--- config.mk ---
export PLATFORM = sky130hd
export DESIGN_NAME = alu_exec_unit
export DESIGN_NICKNAME = d
export VERILOG_FILES = /design/src/rtl/alu_exec_pkg.sv /design/src/rtl/alu_iter_muldiv.sv /design/src/rtl/alu_exec_unit.sv
export SDC_FILE = /design/constraint.sdc
export NUM_CORES = 1
export LEC_CHECK = 0
export CAP_MARGIN = 5
export CORE_AREA = 2 2 170 172
export CTS_CLUSTER_SIZE = 25
export DETAILED_ROUTE_END_ITERATION = 8
export DIE_AREA = 0 0 172 174
export PLACE_DENSITY = 0.77
export SYNTH_ARGS = -nofsm -noshare
export SYNTH_HDL_FRONTEND = slang
export SYNTH_SLANG_ARGS = --single-unit
--- constraint.sdc ---
create_clock -name clk -period 4.45 [get_ports clk]
set_input_delay 0.89 -clock clk [delete_from_list [all_inputs] [get_ports clk]]
set_output_delay 0.89 -clock clk [all_outputs]
set_load 0.02 [all_outputs]
--- src/rtl/alu_exec_pkg.sv ---
// Shared definitions for the execute-stage ALU: control codes, handshake FSM states,
// and the iteration counter width helper.
package alu_exec_pkg;

  localparam logic [3:0] ALU_AND = 4'b0000;
  localparam logic [3:0] ALU_OR  = 4'b0001;
  localparam logic [3:0] ALU_ADD = 4'b0010;
  localparam logic [3:0] ALU_SUB = 4'b0110;
  localparam logic [3:0] ALU_SLT = 4'b0111;
  localparam logic [3:0] ALU_MUL = 4'b0101;
  localparam logic [3:0] ALU_DIV = 4'b0100;

  typedef enum logic [1:0] {
    IDLE = 2'd0,
    BUSY = 2'd1,
    DONE = 2'd2
  } state_e;

  function automatic int unsigned iter_cnt_w(input int unsigned width);
    return $clog2(width) + 1;
  endfunction

endpackage

--- src/rtl/alu_iter_muldiv.sv ---
// Iterative unsigned shift-add multiplier and (with ALU_DIV_EN) restoring divider.
// One bit per cycle for WIDTH cycles; lo/hi present the value produced by the current step.
module alu_iter_muldiv
  import alu_exec_pkg::*;
#(
  parameter int unsigned WIDTH = 32
) (
  input  logic             clk,
  input  logic             rst,
  input  logic             start,
`ifdef ALU_DIV_EN
  input  logic             op_div,
`endif
  input  logic [WIDTH-1:0] a,
  input  logic [WIDTH-1:0] b,
  output logic             busy,
  output logic             done,
  output logic [WIDTH-1:0] lo,
  output logic [WIDTH-1:0] hi
);

  localparam int unsigned CNT_W = iter_cnt_w(WIDTH);

  logic             busy_q, busy_d;
  logic [CNT_W-1:0] cnt_q, cnt_d;
  logic [WIDTH-1:0] lo_q, lo_d;
  logic [WIDTH-1:0] hi_q, hi_d;
  logic [WIDTH-1:0] b_q, b_d;
  logic [WIDTH-1:0] step_lo, step_hi;
  logic [WIDTH:0]   mul_sum;
`ifdef ALU_DIV_EN
  logic             div_q, div_d;
  logic [WIDTH:0]   div_t;
  logic             div_ge;
`endif

  // Multiply: {hi,lo} shifts right with the partial sum; divide: {rem,quotient} shifts left.
  always_comb begin
    mul_sum = {1'b0, hi_q} + (lo_q[0] ? {1'b0, b_q} : '0);
    step_hi = mul_sum[WIDTH:1];
    step_lo = {mul_sum[0], lo_q[WIDTH-1:1]};
`ifdef ALU_DIV_EN
    div_t  = {hi_q, lo_q[WIDTH-1]};
    div_ge = (div_t >= {1'b0, b_q});
    if (div_q) begin
      step_hi = div_ge ? (div_t[WIDTH-1:0] - b_q) : div_t[WIDTH-1:0];
      step_lo = {lo_q[WIDTH-2:0], div_ge};
    end
`endif
  end

  always_comb begin
    busy_d = busy_q;
    cnt_d  = cnt_q;
    lo_d   = lo_q;
    hi_d   = hi_q;
    b_d    = b_q;
`ifdef ALU_DIV_EN
    div_d  = div_q;
`endif
    if (start) begin
      busy_d = 1'b1;
      cnt_d  = CNT_W'(WIDTH);
      lo_d   = a;
      hi_d   = '0;
      b_d    = b;
`ifdef ALU_DIV_EN
      div_d  = op_div;
`endif
    end else if (busy_q) begin
      lo_d  = step_lo;
      hi_d  = step_hi;
      cnt_d = cnt_q - CNT_W'(1);
      if (cnt_q == CNT_W'(1)) busy_d = 1'b0;
    end
  end

  always_ff @(posedge clk) begin
    if (rst) begin
      busy_q <= 1'b0;
      cnt_q  <= '0;
      lo_q   <= '0;
      hi_q   <= '0;
      b_q    <= '0;
`ifdef ALU_DIV_EN
      div_q  <= 1'b0;
`endif
    end else begin
      busy_q <= busy_d;
      cnt_q  <= cnt_d;
      lo_q   <= lo_d;
      hi_q   <= hi_d;
      b_q    <= b_d;
`ifdef ALU_DIV_EN
      div_q  <= div_d;
`endif
    end
  end

  assign busy = busy_q;
  assign done = busy_q && (cnt_q == CNT_W'(1));
  assign lo   = step_lo;
  assign hi   = step_hi;

endmodule

--- src/rtl/alu_exec_unit.sv ---
// Execute-stage ALU with valid/ready handshake; single-cycle ops plus iterative MUL/DIV.
// Define ALU_DIV_EN to enable the unsigned divider on control code 0100.
module alu_exec_unit
  import alu_exec_pkg::*;
#(
  parameter int unsigned WIDTH = 32
) (
  input  logic             clk,
  input  logic             rst,
  input  logic             in_valid,
  output logic             in_ready,
  input  logic [3:0]       ctrl,
  input  logic [WIDTH-1:0] op_a,
  input  logic [WIDTH-1:0] op_b,
  output logic             out_valid,
  output logic [WIDTH-1:0] result,
  output logic [WIDTH-1:0] hi,
  output logic             zero,
  output logic             illegal
);

  state_e           state_q, state_d;
  logic             in_ready_q, in_ready_d;
  logic             out_valid_q, out_valid_d;
  logic [WIDTH-1:0] res_q, res_d;
  logic [WIDTH-1:0] hi_q, hi_d;
  logic             zero_q, zero_d;
  logic             illegal_q, illegal_d;

  logic             accept;
  logic             need_iter;
  logic [WIDTH-1:0] fast_res, fast_hi;
  logic             fast_ill;
  logic             eng_start, eng_busy, eng_done;
  logic [WIDTH-1:0] eng_lo, eng_hi;

  assign accept = in_valid && in_ready_q;

  always_comb begin
    fast_res  = '0;
    fast_hi   = '0;
    fast_ill  = 1'b0;
    need_iter = 1'b0;
    case (ctrl)
      ALU_AND: fast_res = op_a & op_b;
      ALU_OR:  fast_res = op_a | op_b;
      ALU_ADD: fast_res = op_a + op_b;
      ALU_SUB: fast_res = op_a - op_b;
      ALU_SLT: fast_res = {{(WIDTH-1){1'b0}}, ($signed(op_a) < $signed(op_b))};
      ALU_MUL: need_iter = 1'b1;
`ifdef ALU_DIV_EN
      // Divide by zero resolves immediately without occupying the engine.
      ALU_DIV: begin
        if (op_b == '0) begin
          fast_res = '1;
          fast_hi  = op_a;
        end else begin
          need_iter = 1'b1;
        end
      end
`endif
      default: fast_ill = 1'b1;
    endcase
  end

  always_comb begin
    state_d     = state_q;
    in_ready_d  = in_ready_q;
    out_valid_d = 1'b0;
    res_d       = res_q;
    hi_d        = hi_q;
    illegal_d   = illegal_q;
    eng_start   = 1'b0;
    case (state_q)
      IDLE, DONE: begin
        state_d = IDLE;
        if (accept) begin
          if (need_iter) begin
            eng_start  = 1'b1;
            in_ready_d = 1'b0;
            state_d    = BUSY;
          end else begin
            res_d       = fast_res;
            hi_d        = fast_hi;
            illegal_d   = fast_ill;
            out_valid_d = 1'b1;
            state_d     = DONE;
          end
        end
      end
      BUSY: begin
        if (eng_done) begin
          res_d       = eng_lo;
          hi_d        = eng_hi;
          illegal_d   = 1'b0;
          out_valid_d = 1'b1;
          in_ready_d  = 1'b1;
          state_d     = DONE;
        end else if (!eng_busy) begin
          in_ready_d = 1'b1;
          state_d    = IDLE;
        end
      end
      default: begin
        in_ready_d = 1'b1;
        state_d    = IDLE;
      end
    endcase
    zero_d = (res_d == '0);
    if (!out_valid_d) zero_d = zero_q;
  end

  always_ff @(posedge clk) begin
    if (rst) begin
      state_q     <= IDLE;
      in_ready_q  <= 1'b1;
      out_valid_q <= 1'b0;
      res_q       <= '0;
      hi_q        <= '0;
      zero_q      <= 1'b0;
      illegal_q   <= 1'b0;
    end else begin
      state_q     <= state_d;
      in_ready_q  <= in_ready_d;
      out_valid_q <= out_valid_d;
      res_q       <= res_d;
      hi_q        <= hi_d;
      zero_q      <= zero_d;
      illegal_q   <= illegal_d;
    end
  end

  alu_iter_muldiv #(
    .WIDTH(WIDTH)
  ) u_iter (
    .clk   (clk),
    .rst   (rst),
    .start (eng_start),
`ifdef ALU_DIV_EN
    .op_div(ctrl == ALU_DIV),
`endif
    .a     (op_a),
    .b     (op_b),
    .busy  (eng_busy),
    .done  (eng_done),
    .lo    (eng_lo),
    .hi    (eng_hi)
  );

  assign in_ready  = in_ready_q;
  assign out_valid = out_valid_q;
  assign result    = res_q;
  assign hi        = hi_q;
  assign zero      = zero_q;
  assign illegal   = illegal_q;

endmodule

Yosys cells after proc, flatten, opt, wreduce, memory -nomap -nowiden

Cells that the tools add are included.

Flip-flop bits (word level): 173
Bits in latches: 0
Bits in writable memories: 0
Bits in read-only memories: 0
Input bits: 71
Output and inout bits: 68
Logic and storage cells: 85
Memories kept: 0

$add $sub $neg: 4
Multiply operators: 0
Divide/modulo/power cells: 0
Magnitude comparators: 1
Equal/unequal tests: 13
Shift operators: 0
Multiplexer cells: 40
Bitwise operators: 2
Reduce and logical (&&, ||, !) cells: 12

Operators by type and width:

| operator                                                              | count |
|---|---|
| 32-bit two-way mux                                                    | 9 |
| 32-bit one-hot mux with 5 select lines                                | 1 |
| 32-bit one-hot mux with 2 select lines                                | 2 |
| 32-bit by 33-bit adder with 33-bit output                             | 1 |
| 32-bit adder                                                          | 1 |
| 32-bit AND                                                            | 1 |
| 32-bit zero test                                                      | 1 |
| 32-bit less-than comparator                                           | 1 |
| 32-bit bitwise OR                                                     | 1 |
| 32-bit subtractor                                                     | 1 |
| 1-bit two-way mux                                                     | 18 |
| 4-bit by 3-bit equality test with 1-bit output, second input constant | 3 |
| 6-bit two-way mux                                                     | 2 |
| 2-bit two-way mux                                                     | 4 |
| 2-bit != test, second input constant                                  | 4 |
| 6-bit by 1-bit equality test with 1-bit output, second input constant | 1 |
| 1-bit one-hot mux with 2 select lines                                 | 3 |
| 6-bit OR reduction                                                    | 1 |
| 6-bit by 1-bit subtractor with 6-bit output, second input constant    | 1 |
| 4-bit by 1-bit equality test with 1-bit output, second input constant | 1 |
| 4-bit by 2-bit equality test with 1-bit output, second input constant | 1 |
| 4-bit zero test                                                       | 1 |
| 2-bit one-hot mux with 2 select lines                                 | 1 |
| 4-bit AND reduction                                                   | 1 |
| other kinds (8)                                                       | 11 |

Longest topological paths before layout

Word-level depth: 6
Depth in mapped cells: 16

By module

From an unflattened synthesis, not the netlist that was laid out.

Cells, all modules: 1968
Area total of the unflattened synthesis: 14890.5 sq um

By module, submodules not included:

| module          | instances | cells each | area an instance (sq um) | seq. area each (sq um) |
|---|---|---|---|---|
| alu_exec_unit   | 1         | 1221       | 8692.1                   | 1401.3 |
| alu_iter_muldiv | 1         | 747        | 6198.4                   | 2062.0 |

Worst setup path after synthesis

OpenSTA, ideal clock, no wires.

Kind: input -> register
Start: input op_a[0]
End: register zero_q (netlist: zero)
Setup time: 0.062 ns
Arrival: 4.018 ns
Data required time: 4.388 ns
Slack: 0.370 ns
Stages: 16
Path buffers: 1
Cell sequence: ha_1 > inv_1 > fa_1 > nand2b_1 > a211oi_1 > or3_1 > clkbuf_1 > a31o_1 > a31oi_1 > o31ai_1 > nor4_1 > o32ai_1 > o211ai_1 > or3_1 > nor4b_2 > a32o_1

Word-level cells in the longest chain between the ends: 6
Elaborated cells between the ends (all ways): 10
Classes of those cells: add/sub (2); order compare (1); mux (4); bitwise (2); reduce/logical (1)

Ends and longest elaborated chain:

| what                                            | RTL line             | RTL |
|---|---|---|
| from (decl)                                     | alu_exec_unit.sv:13  | `input logic [WIDTH-1:0] op_a,` |
| 32-bit subtractor, or another cell as far along | alu_exec_unit.sv:48  | `ALU_SUB: fast_res = op_a - op_b;` |
| 32-bit one-hot mux with 5 select lines *        | alu_exec_unit.sv:44  | `case (ctrl)` |
| 32-bit two-way mux *                            | alu_exec_unit.sv:78  | `if (need_iter) begin` |
| 32-bit two-way mux *                            | alu_exec_unit.sv:77  | `if (accept) begin` |
| 32-bit one-hot mux with 2 select lines *        | alu_exec_unit.sv:74  | `case (state_q)` |
| 32-bit zero test *                              | alu_exec_unit.sv:109 | `zero_d = (res_d == '0);` |
| to (signal assigned)                            | alu_exec_unit.sv:128 | `zero_q <= zero_d;` |
| to (decl)                                       | alu_exec_unit.sv:27  | `logic zero_q, zero_d;` |

Mark *: on every way between the ends. The rest lies on a longest branch, timed or not.
A chain may end at the register's enable or synchronous reset.

Final worst setup path

Start: input op_a[5]
End: register zero_q (netlist: zero)

Same word-level chain as after synthesis.

==> impl_metrics.py <==
metrics = {
    "route": {
        "wl_per_cell_um": 21.3,
        "drtIter0Drc": 1764,
        "route.detailed.drc": 0,
        "drt_wl_total_um": 56000,
        "first_pass_iters": 6,
        "dr_total_vias": 15900,
        "ant_nets": 0,
        "drt-vias-per-instance": 6.06,
    },
    "critical_path": {
        "critical-path-slowest-cell": "clkdlybuf4s50_1",
        "cpPeakStageDelay_ns": 0.49,
        "critPathBufInv": 5,
        "end_kind": "flip-flop",
        "crit_fanout": 10,
        "worstPathRequired_ns": 4.85,
        "rr_endpoint": "zero",
        "critical-path-top-delay-family": "compound AO/OA/AOI/OAI gates",
        "crit_top_cell": "buf_4",
        "r2r-start": "u_iter.cnt_q[0]",
        "crit_arrival_ns": 4.81,
        "critical_path_class": "primary input to flip-flop",
        "rr_worst_depth": 14,
        "cp-start-kind": "primary input",
        "cp_cell_sequence": "clkdlybuf4s50_1 -> inv_1 -> ha_1 -> buf_4 -> a211oi_2 -> nor2_1 -> o311ai_2 -> a31oi_1 -> buf_4 -> a221oi_2 -> mux2i_1 -> o211ai_1 -> a21oi_1 -> buf_4 -> o211ai_1 -> or3_4 -> nor4b_4 -> a32o_1",
        "regToRegSetupSlack_ns": 0.29,
    },
    "logic_synthesis": {
        "yosys_warnings": 0,
        "synthCells": 1827,
        "ys_types": 83,
        "ys_ff_latch": 173,
        "seq_area_frac_synth": 0.249,
        "synthArstFlopShare": 0,
        "synth_fp_nets": 2034,
        "syn_avg_cell_area_um2": 7.61,
        "ys.flop_type": "dfxtp_1",
        "synth_area_um2": 13900,
        "synth-edff-count": 0,
    },
    "placement": {
        "dp_hpwl_um": 43000,
        "globalplace.congestion": 1.05,
        "placed_cells": 2591,
        "placed_cell_area_um2": 18000,
        "io_buffers": 138,
    },
    "clocking": {
        "htree_levels": 4,
        "cts_root_buf": "clkbuf_16",
        "clk_path_buf_depth": 2,
        "cts.clk_slew.worst_paths_ns": 0.08,
        "numCtsBuffers": 17,
        "cts_tree": "built",
        "clock_sink_count": 173,
        "clock_latency_ns": 0.46,
    },
    "final_layout": {
        "stdcell_area_um2": 19100,
        "num-fill-cells": 2411,
        "instances_no_fill": 2629,
        "num-nets-final": 2439,
        "area_delta_synth_final_pct": 37.6,
        "layout-drive-gt1-share": 0.217,
        "antennaDiodeCount": 0,
    },
    "floorplan": {
        "die_area_um2": 29900,
        "core_um2": 28200,
        "rows": 62,
        "start_util": 0.493,
        "fp.dieH_um": 174,
        "die_w_um": 172,
        "io_pins": 139,
    },
    "job": {
        "cap_viol_max_count": 0,
    },
    "worst_hold_path": {
        "holdPathEnd": "u_iter.b_q[23]",
        "hold_path.class": "flip-flop to flip-flop",
        "hold_path_depth": 2,
        "hold_start": "u_iter.b_q[23]",
    },
    "global_route": {
        "grt_overflow": 0,
        "track_usage": 0.372,
        "grt_pass1_wl_um": 86100,
        "grt_start_max_net_pins": 74,
        "grt_pass1_vias": 15600,
        "antenna_found_initial": 0,
    },
    "sta": {
        "maxSlewViolCount": 0,
        "clock_skew_ns": 0.00836,
        "tightestPinTransition_ns": 0.913,
        "fin_hold_ws_ns": 0.452,
        "slew_headroom": 0.392,
        "finalHoldViolCount": 0,
        "min_period_over_period": 0.990,
        "post-route-min-period_ns": 4.40,
        "max_freq_ghz": 0.227,
        "rsz0062_at_grt": "true",
        "setup_violations": 0,
    },
    "status": {
        "outcome": "finished, final reports clean",
    },
    "power_and_ir_drop": {
        "ir_worst_vdd_mv": 0.260,
        "leakage_nw": 8.14,
        "powerDensity_nw_per_um2": 238,
    },
}
==> Yosys cell counts (6+ instances only) <==
cell type    n  area [um^2]
o21ai_0     70          350
o21a_1      10         75.1
a211oi_1    73          548
o31ai_1      8         60.1
a22o_1       8         70.1
nor3_1      35          175
a2111oi_0    7         61.3
or3_1       15         93.8
nor4b_1      6         52.6
nor3b_1      6         45.0
a21oi_1    146          731
nor2b_1     18          113
clkbuf_1    99          372
a221o_1      8         80.1
and2_1      52          325
inv_1       97          364
xnor2_1     42          368
nor4_1      17          106
nor2_1     211          792
ha_1       133         1660
o21ai_1      6         30.0
a31oi_1     30          188
a221oi_1    14          123
a211o_1      8         70.1
mux2i_1     69          691
buf_1        8         30.0
o21bai_1    14          105
xor2_1      16          140
or2_2        7         43.8
nand3_1     25          125
o211ai_1    13         97.6
nand4_1     10         62.6
dfxtp_1    173         3460
o311ai_0     6         52.6
o221ai_1     7         61.3
nand2_1    177          664
a22oi_1     33          248
nand2b_1    16          100
a21o_1      25          188
o22ai_1      6         37.5
and3_1      14         87.6
==> metal layers <==
metal / global-route usage / routed length (um)
met5: 0 / 0
met1: 0.488 / 23500
met4: 0.150 / 2440
met2: 0.611 / 25800
met3: 0.0526 / 4250
==> through the flow <==
step	setup WS (ns)	power [mW]	TNS (ns)	utilization
2_1_floorplan	0.370	2.21	0	-
3_3_place_gp	-0.818	2.83	-1.42	0.639
3_5_place_dp	-0.846	2.84	-1.54	0.639
4_1_cts	0.00224	4.48	0	0.664
5_1_grt	-0.174	4.72	-0.174	0.678
6_report	0.0461	4.56	0	0.678
==> cell families (layout without fill, tap and decap cells) <==
group	count (synthesis)	count (layout)	synth area share
XOR/XNOR	58	58	0.0365
AO/OA/AOI/OAI	544	544	0.263
buffers and inverters	210	628	0.0571
flip-flops	173	173	0.249
multiplexers	71	71	0.0513
adder cells (fa/ha/maj)	136	136	0.124
AND/OR/NAND/NOR	635	635	0.219
==> how the worst max path moves through the flow <==
stage	endpoint	start	cells past startpoint	slack (ns)
after global routing	zero	op_b[8]	17	-0.17
after detailed placement	zero	op_b[13]	16	-0.85
after CTS	zero	op_a[0]	19	0.002
after floorplan	zero	op_a[0]	16	0.37
final	zero	op_a[5]	18	0.05
after global placement	zero	op_a[13]	16	-0.82
==> sequential cells by signal (all words and copies together) (netlist names) <==
| register | flops |
|---|---|
| state_q | 2 |
| u_iter.b_q | 32 |
| u_iter.lo_q | 32 |
| out_valid | 1 |
| zero | 1 |
| u_iter.cnt_q | 6 |
| u_iter.hi_q | 32 |
| illegal | 1 |
| hi | 32 |
| in_ready | 1 |
| result | 32 |
| u_iter.busy | 1 |
==> cell type report <==
class,count,area [um^2],share of cell area
Inverter,98,368,0.0192
Sequential cell,173,3470,0.181
Clock buffer,17,425,0.0222
Timing Repair Buffer,498,4090,0.214
Multi-Input combinational cell,1444,10100,0.528
Tap cell,384,480,0.0251
Clock inverter,15,206,0.0108
==> cells in the final DEF (no fill, tap or decap), types with 67 or more instances in the layout <==
master and n:
dfxtp_1 172, a21oi_1 141, o21ai_0 67, clkdlybuf4s50_1 134
mux2i_1 69, buf_4 360, ha_1 129, inv_1 96
nand2_1 176, nor2_1 207
==> power breakdown <==
| group | total (mW) | leakage [nW] | switching, mW | internal, mW |
|---|---|---|---|---|
| logic | 1.32 | 6.44 | 0.710 | 0.612 |
| clock network | 1.65 | 0.299 | 0.787 | 0.860 |
| registers | 1.59 | 1.40 | 0.0237 | 1.57 |
==> timing repair <==
action | 4_1_cts | 5_1_grt
setup endpoints to repair | 1 | 4
hold buffers | 0 | 0
resized for setup | 16 | 69
hold endpoints to repair | 0 | 0
pin swaps | 3 | 26
setup buffers | 0 | 6
==> worst min-delay path, cell delays in order, from the launching register on <==
cell and delay, ns:
dfxtp_1 0.31, nand2_1 0.05, a21oi_1 0.05
Power figures use the tool's default switching activity.
